<file path="src/rtl/imem_fetch_ctrl.sv">
// imem_fetch_ctrl
//   Owns the instruction memory address/write ports. Out of reset it is in
//   LOAD mode: it streams loader words into consecutive memory words. When the
//   loader marks the last word, or the memory fills, it enters RUN mode. In RUN
//   mode it drives the program counter for the IF stage, and it arbitrates the
//   reload, redirect and stall requests.
//
// Ports
//   clk, rst              clock; asynchronous active-high reset
//   ld_valid/ld_data/     streaming loader word, its valid, and the
//   ld_last/ld_ready      last-word marker; ld_ready is high in LOAD mode
//   mem_we/mem_addr/      instruction memory write enable, byte address
//   mem_wdata             and write data
//   stall, redirect,      hazard hold; branch/jump redirect and its target;
//   redirect_pc, reload   request to re-enter load mode
//   pc, fetch_valid       current fetch byte address; instruction at pc valid
//   load_count            words written by the current or last load
module imem_fetch_ctrl #(
  parameter int N = 16
) (
  input  logic        clk,
  input  logic        rst,
  input  logic        ld_valid,
  input  logic [15:0] ld_data,
  input  logic        ld_last,
  output logic        ld_ready,
  output logic        mem_we,
  output logic [15:0] mem_addr,
  output logic [15:0] mem_wdata,
  input  logic        stall,
  input  logic        redirect,
  input  logic [15:0] redirect_pc,
  input  logic        reload,
  output logic [15:0] pc,
  output logic        fetch_valid,
  output logic [15:0] load_count
);

  localparam int AW = $clog2(N);
  localparam logic [0:0]    S_LOAD   = 1'b0;
  localparam logic [0:0]    S_RUN    = 1'b1;
  // The byte range is 2N. The mask clears bit 0, and it also wraps the
  // address into that range.
  localparam logic [15:0]   PC_MASK  = 16'(2 * N - 2);
  localparam logic [AW-1:0] LAST_IDX = AW'(N - 1);
  localparam logic [15:0]   CNT_MAX  = 16'(N);

  logic [0:0]    r_state;
  logic [15:0]   r_pc;
  logic [AW-1:0] r_wr_idx;
  logic [15:0]   r_load_count;

  logic          w_load;
  logic          w_accept;
  logic          w_final;
  logic [15:0]   w_ld_addr;

  assign w_load    = (r_state == S_LOAD);
  // A reload in the same cycle suppresses the write, so the restarted load
  // begins cleanly at word 0.
  assign w_accept  = w_load & ld_valid & ~reload;
  assign w_final   = ld_last | (r_wr_idx == LAST_IDX);
  assign w_ld_addr = 16'({r_wr_idx, 1'b0});

  assign ld_ready    = w_load;
  assign mem_we      = w_accept;
  assign mem_addr    = w_load ? w_ld_addr : r_pc;
  assign mem_wdata   = ld_data;
  assign pc          = r_pc;
  assign fetch_valid = ~w_load;
  assign load_count  = r_load_count;

  always_ff @(posedge clk or posedge rst) begin
    if (rst) begin
      r_state      <= S_LOAD;
      r_pc         <= '0;
      r_wr_idx     <= '0;
      r_load_count <= '0;
    end else if (w_load) begin
      if (reload) begin
        r_wr_idx     <= '0;
        r_load_count <= '0;
      end else if (ld_valid) begin
        if (r_load_count < CNT_MAX) r_load_count <= r_load_count + 16'd1;
        if (w_final) begin
          r_state  <= S_RUN;
          r_pc     <= '0;
          r_wr_idx <= '0;
        end else begin
          r_wr_idx <= r_wr_idx + AW'(1);
        end
      end
    end else begin
      // A redirect comes before a stall, so a taken target is never lost.
      if (reload) begin
        r_state      <= S_LOAD;
        r_pc         <= '0;
        r_wr_idx     <= '0;
        r_load_count <= '0;
      end else if (redirect) begin
        r_pc <= redirect_pc & PC_MASK;
      end else if (!stall) begin
        r_pc <= (r_pc + 16'd2) & PC_MASK;
      end
    end
  end

endmodule

</file>
<file path="config.mk">
export PLATFORM = sky130hd
export DESIGN_NAME = imem_fetch_ctrl
export DESIGN_NICKNAME = d
export VERILOG_FILES = /design/src/rtl/imem_fetch_ctrl.sv
export SDC_FILE = /design/constraint.sdc
export NUM_CORES = 1
export LEC_CHECK = 0
export BUFFER_PORTS_ARGS = -buffer_cell sky130_fd_sc_hd__clkbuf_2
export CAP_MARGIN = 20
export CORE_MARGIN = 2
export CORE_UTILIZATION = 41
export DETAILED_ROUTE_END_ITERATION = 12
export PLACE_DENSITY = 0.9
export REMOVE_ABC_BUFFERS = 1
export SLEW_MARGIN = 20
export SYNTH_ARGS = -nofsm -noshare
export SYNTH_HDL_FRONTEND = slang
export SYNTH_SLANG_ARGS = --single-unit
</file>
<file path="constraint.sdc">
create_clock -name clk -period 1.8 [get_ports clk]
set_input_delay 0.18 -clock clk [delete_from_list [all_inputs] [get_ports clk]]
set_output_delay 0.18 -clock clk [all_outputs]
set_load 0.05 [all_outputs]
</file>
==> metrics <==
CTS Root Cell=clkbuf_8; CTS HTree Levels=1; Worst Path Arrival=1540 ps; post-synthesis mux area share=3.64%; die area=4190 µm²; CTS tree=done; PostCTS Resize Cnt=0; post-route ant nets=0; WL/cell=14.2 µm; Initial Util=42.0%; fmax=0.581 GHz; Post-synth EDFFs=0; status=finished, final reports clean; Post-Synth Simple-Gate Area=18.2%; Peak VDD IR=0.310 mV; Seq cells post-synth=25; main combinational cell family by area after synthesis=buffers and inverters; final setup violation count=0; CP startpoint kind=flip-flop; Ports=106; clk sinks=25; critical path data required time=1620 ps; adder-cell share of the synthesized area=2.48%; Power Total=1250 µW; worst hold path type=primary input to flip-flop; largest net degree at the start of global routing=26; Worst-Skew Late Latency=270 ps; worst hold margin=209 ps; synth warn=0; vias per cell=4.82; Post-Synth XOR/XNOR Area=1.16%; P&R area growth vs syn=6.20%; number of remaining DRC errors=0; power per cell area=778 nW/µm²; setup tns final=0 ps; Core Footprint=3610 µm²; final net count=225; final hold vios=0; Syn Inst Count=158; fraction of layout cells with a size suffix above 1=29.1%; DP HPWL=2530 µm; drt initial violations=29; Port Buffers=37; final wirelength=3270 µm; Synth Area in Compound Gates=10.8%; Final Slew Violations=0; Storage cell area=626 µm²; CP Max Fanout=11; All-Layer GR Usage=16.5%; critical setup path kind=flip-flop to output port; final worst slack=79.4 ps; Critical Path End Type=output port; die width=64.8 µm; main flop type after synthesis=dfrtp_1; Die Ht=64.8 µm; CTS clock-pin slew for the worst setup and hold paths=90 ps; reg2reg path depth=4; Hold Crit Depth=3; # fillers=361; Final Cycle Share=95.6%; synthesized area=1510 µm²; vias=1108; total iterations of the first detailed-routing run=4; sequential share of the synthesized area=41.3%; placer congestion estimate=0.824; crit path time final=1720 ps; initial antenna violation count=0; Place WS=218 ps; # diodes=0; Rows=22; R2R setup slack=230 ps; ys async rst share=100%; clock buffer depth=2; clock skew=7.32 ps; # hold bufs at CTS=1; RSZ-0062 raised after global routing=no; vias in the first global route=1036; first-pass GRT wire length=5240 µm; Multi-input gate area=639 µm²; Post-CTS Setup Repair Bufs=0; grt ovf=0; max_cap viols=0; syn_area_per_cell=9.58 µm²; TritonCTS buffer count=3; Cell variety after synth=34; Leakage=0.000839 µW
-- logic make-up after synthesis --
group	Yosys count
xor gates and xnor gates	2
DFF	25
muxes	5
other	1
adders and majority gates	3
buffers and inverters	49
AOI/OAI and AO/OA	27
and+or+nand+nor	46
-- path summary, 6_finish.rpt --
kind | startpoint | to
min reg2reg | load_count[6] | load_count[6]
max | fetch_valid | mem_we
max reg2reg | load_count[10] | load_count[3]
min | redirect_pc[1] | pc[1]
min in group asynchronous | rst | load_count[1]
max in group asynchronous | rst | load_count[10]
-- Yosys cell counts (2+ instances only) --
| master | count | area share, % |
|---|---|---|
| buf_4 | 40 | 20 |
| nand2_1 | 8 | 2.0 |
| or3_1 | 3 | 1.2 |
| ha_1 | 3 | 2.5 |
| mux2_2 | 4 | 3.0 |
| a22o_1 | 2 | 1.2 |
| nor2b_1 | 12 | 5.0 |
| clkbuf_1 | 2 | 0.50 |
| inv_1 | 5 | 1.2 |
| a21oi_1 | 11 | 3.6 |
| o21ai_0 | 5 | 1.7 |
| dfrtp_1 | 25 | 41 |
| nor3_1 | 2 | 0.66 |
| nor2_1 | 8 | 2.0 |
| a31oi_1 | 4 | 1.7 |
| nand3_1 | 5 | 1.7 |
| nor4_2 | 2 | 1.7 |
-- power breakdown --
part	switching, µW	internal (µW)
clock network	180	155
registers	22.3	576
logic	257	60.3
-- area by class of cell --
class                      instances  share of cell area [%]
tap                               48                    3.74
clock buffer                       3                    2.57
inverter                           5                    1.17
multi-input combinational        107                    39.8
clock inverter                     1                   0.311
sequential                        25                    38.9
timing repair buffer              41                    13.5
-- flip-flops by register name, indices dropped and copies added (netlist names) --
signal and flops:
pc 4, r_wr_idx 4, load_count 16, fetch_valid 1
-- per-layer routing --
metal	wire length [µm]	vias up	global-route usage [%]
met5	46	-	9.72
met4	32	2	6.65
met3	454	6	11.1
met2	1470	67	21.3
met1	1270	511	20.5
li1	-	522	-
-- placed cells by master, fill, tap and decap left out, types with 3 or more instances in the layout --
| cell | n |
|---|---|
| a21oi_1 | 11 |
| a31oi_1 | 4 |
| buf_4 | 3 |
| clkbuf_2 | 37 |
| clkbuf_8 | 3 |
| conb_1 | 24 |
| dfrtp_1 | 25 |
| ha_1 | 3 |
| inv_1 | 5 |
| mux2_2 | 4 |
| nand2_1 | 8 |
| nand3_1 | 5 |
| nor2_1 | 8 |
| nor2b_1 | 12 |
| o21ai_0 | 5 |
| or3_1 | 3 |
-- per-stage QoR --
stage / cell area [µm²] / util [%] / cells
after global routing: 1610 / 44.6 / 230
after CTS: 1610 / 44.6 / 230
final: 1610 / 44.6 / 230
after global placement: 1550 / 43.0 / 225
after detailed placement: 1550 / 43.0 / 225
after floorplan: 1280 / - / 137
-- worst max-delay path, stage by stage (launching register included) --
cell	delay (ps)
dfrtp_1	380
buf_4	170
nand2b_1	240
nor2_1	170
clkbuf_2	300
No activity file was read; power rests on OpenSTA's default activity.
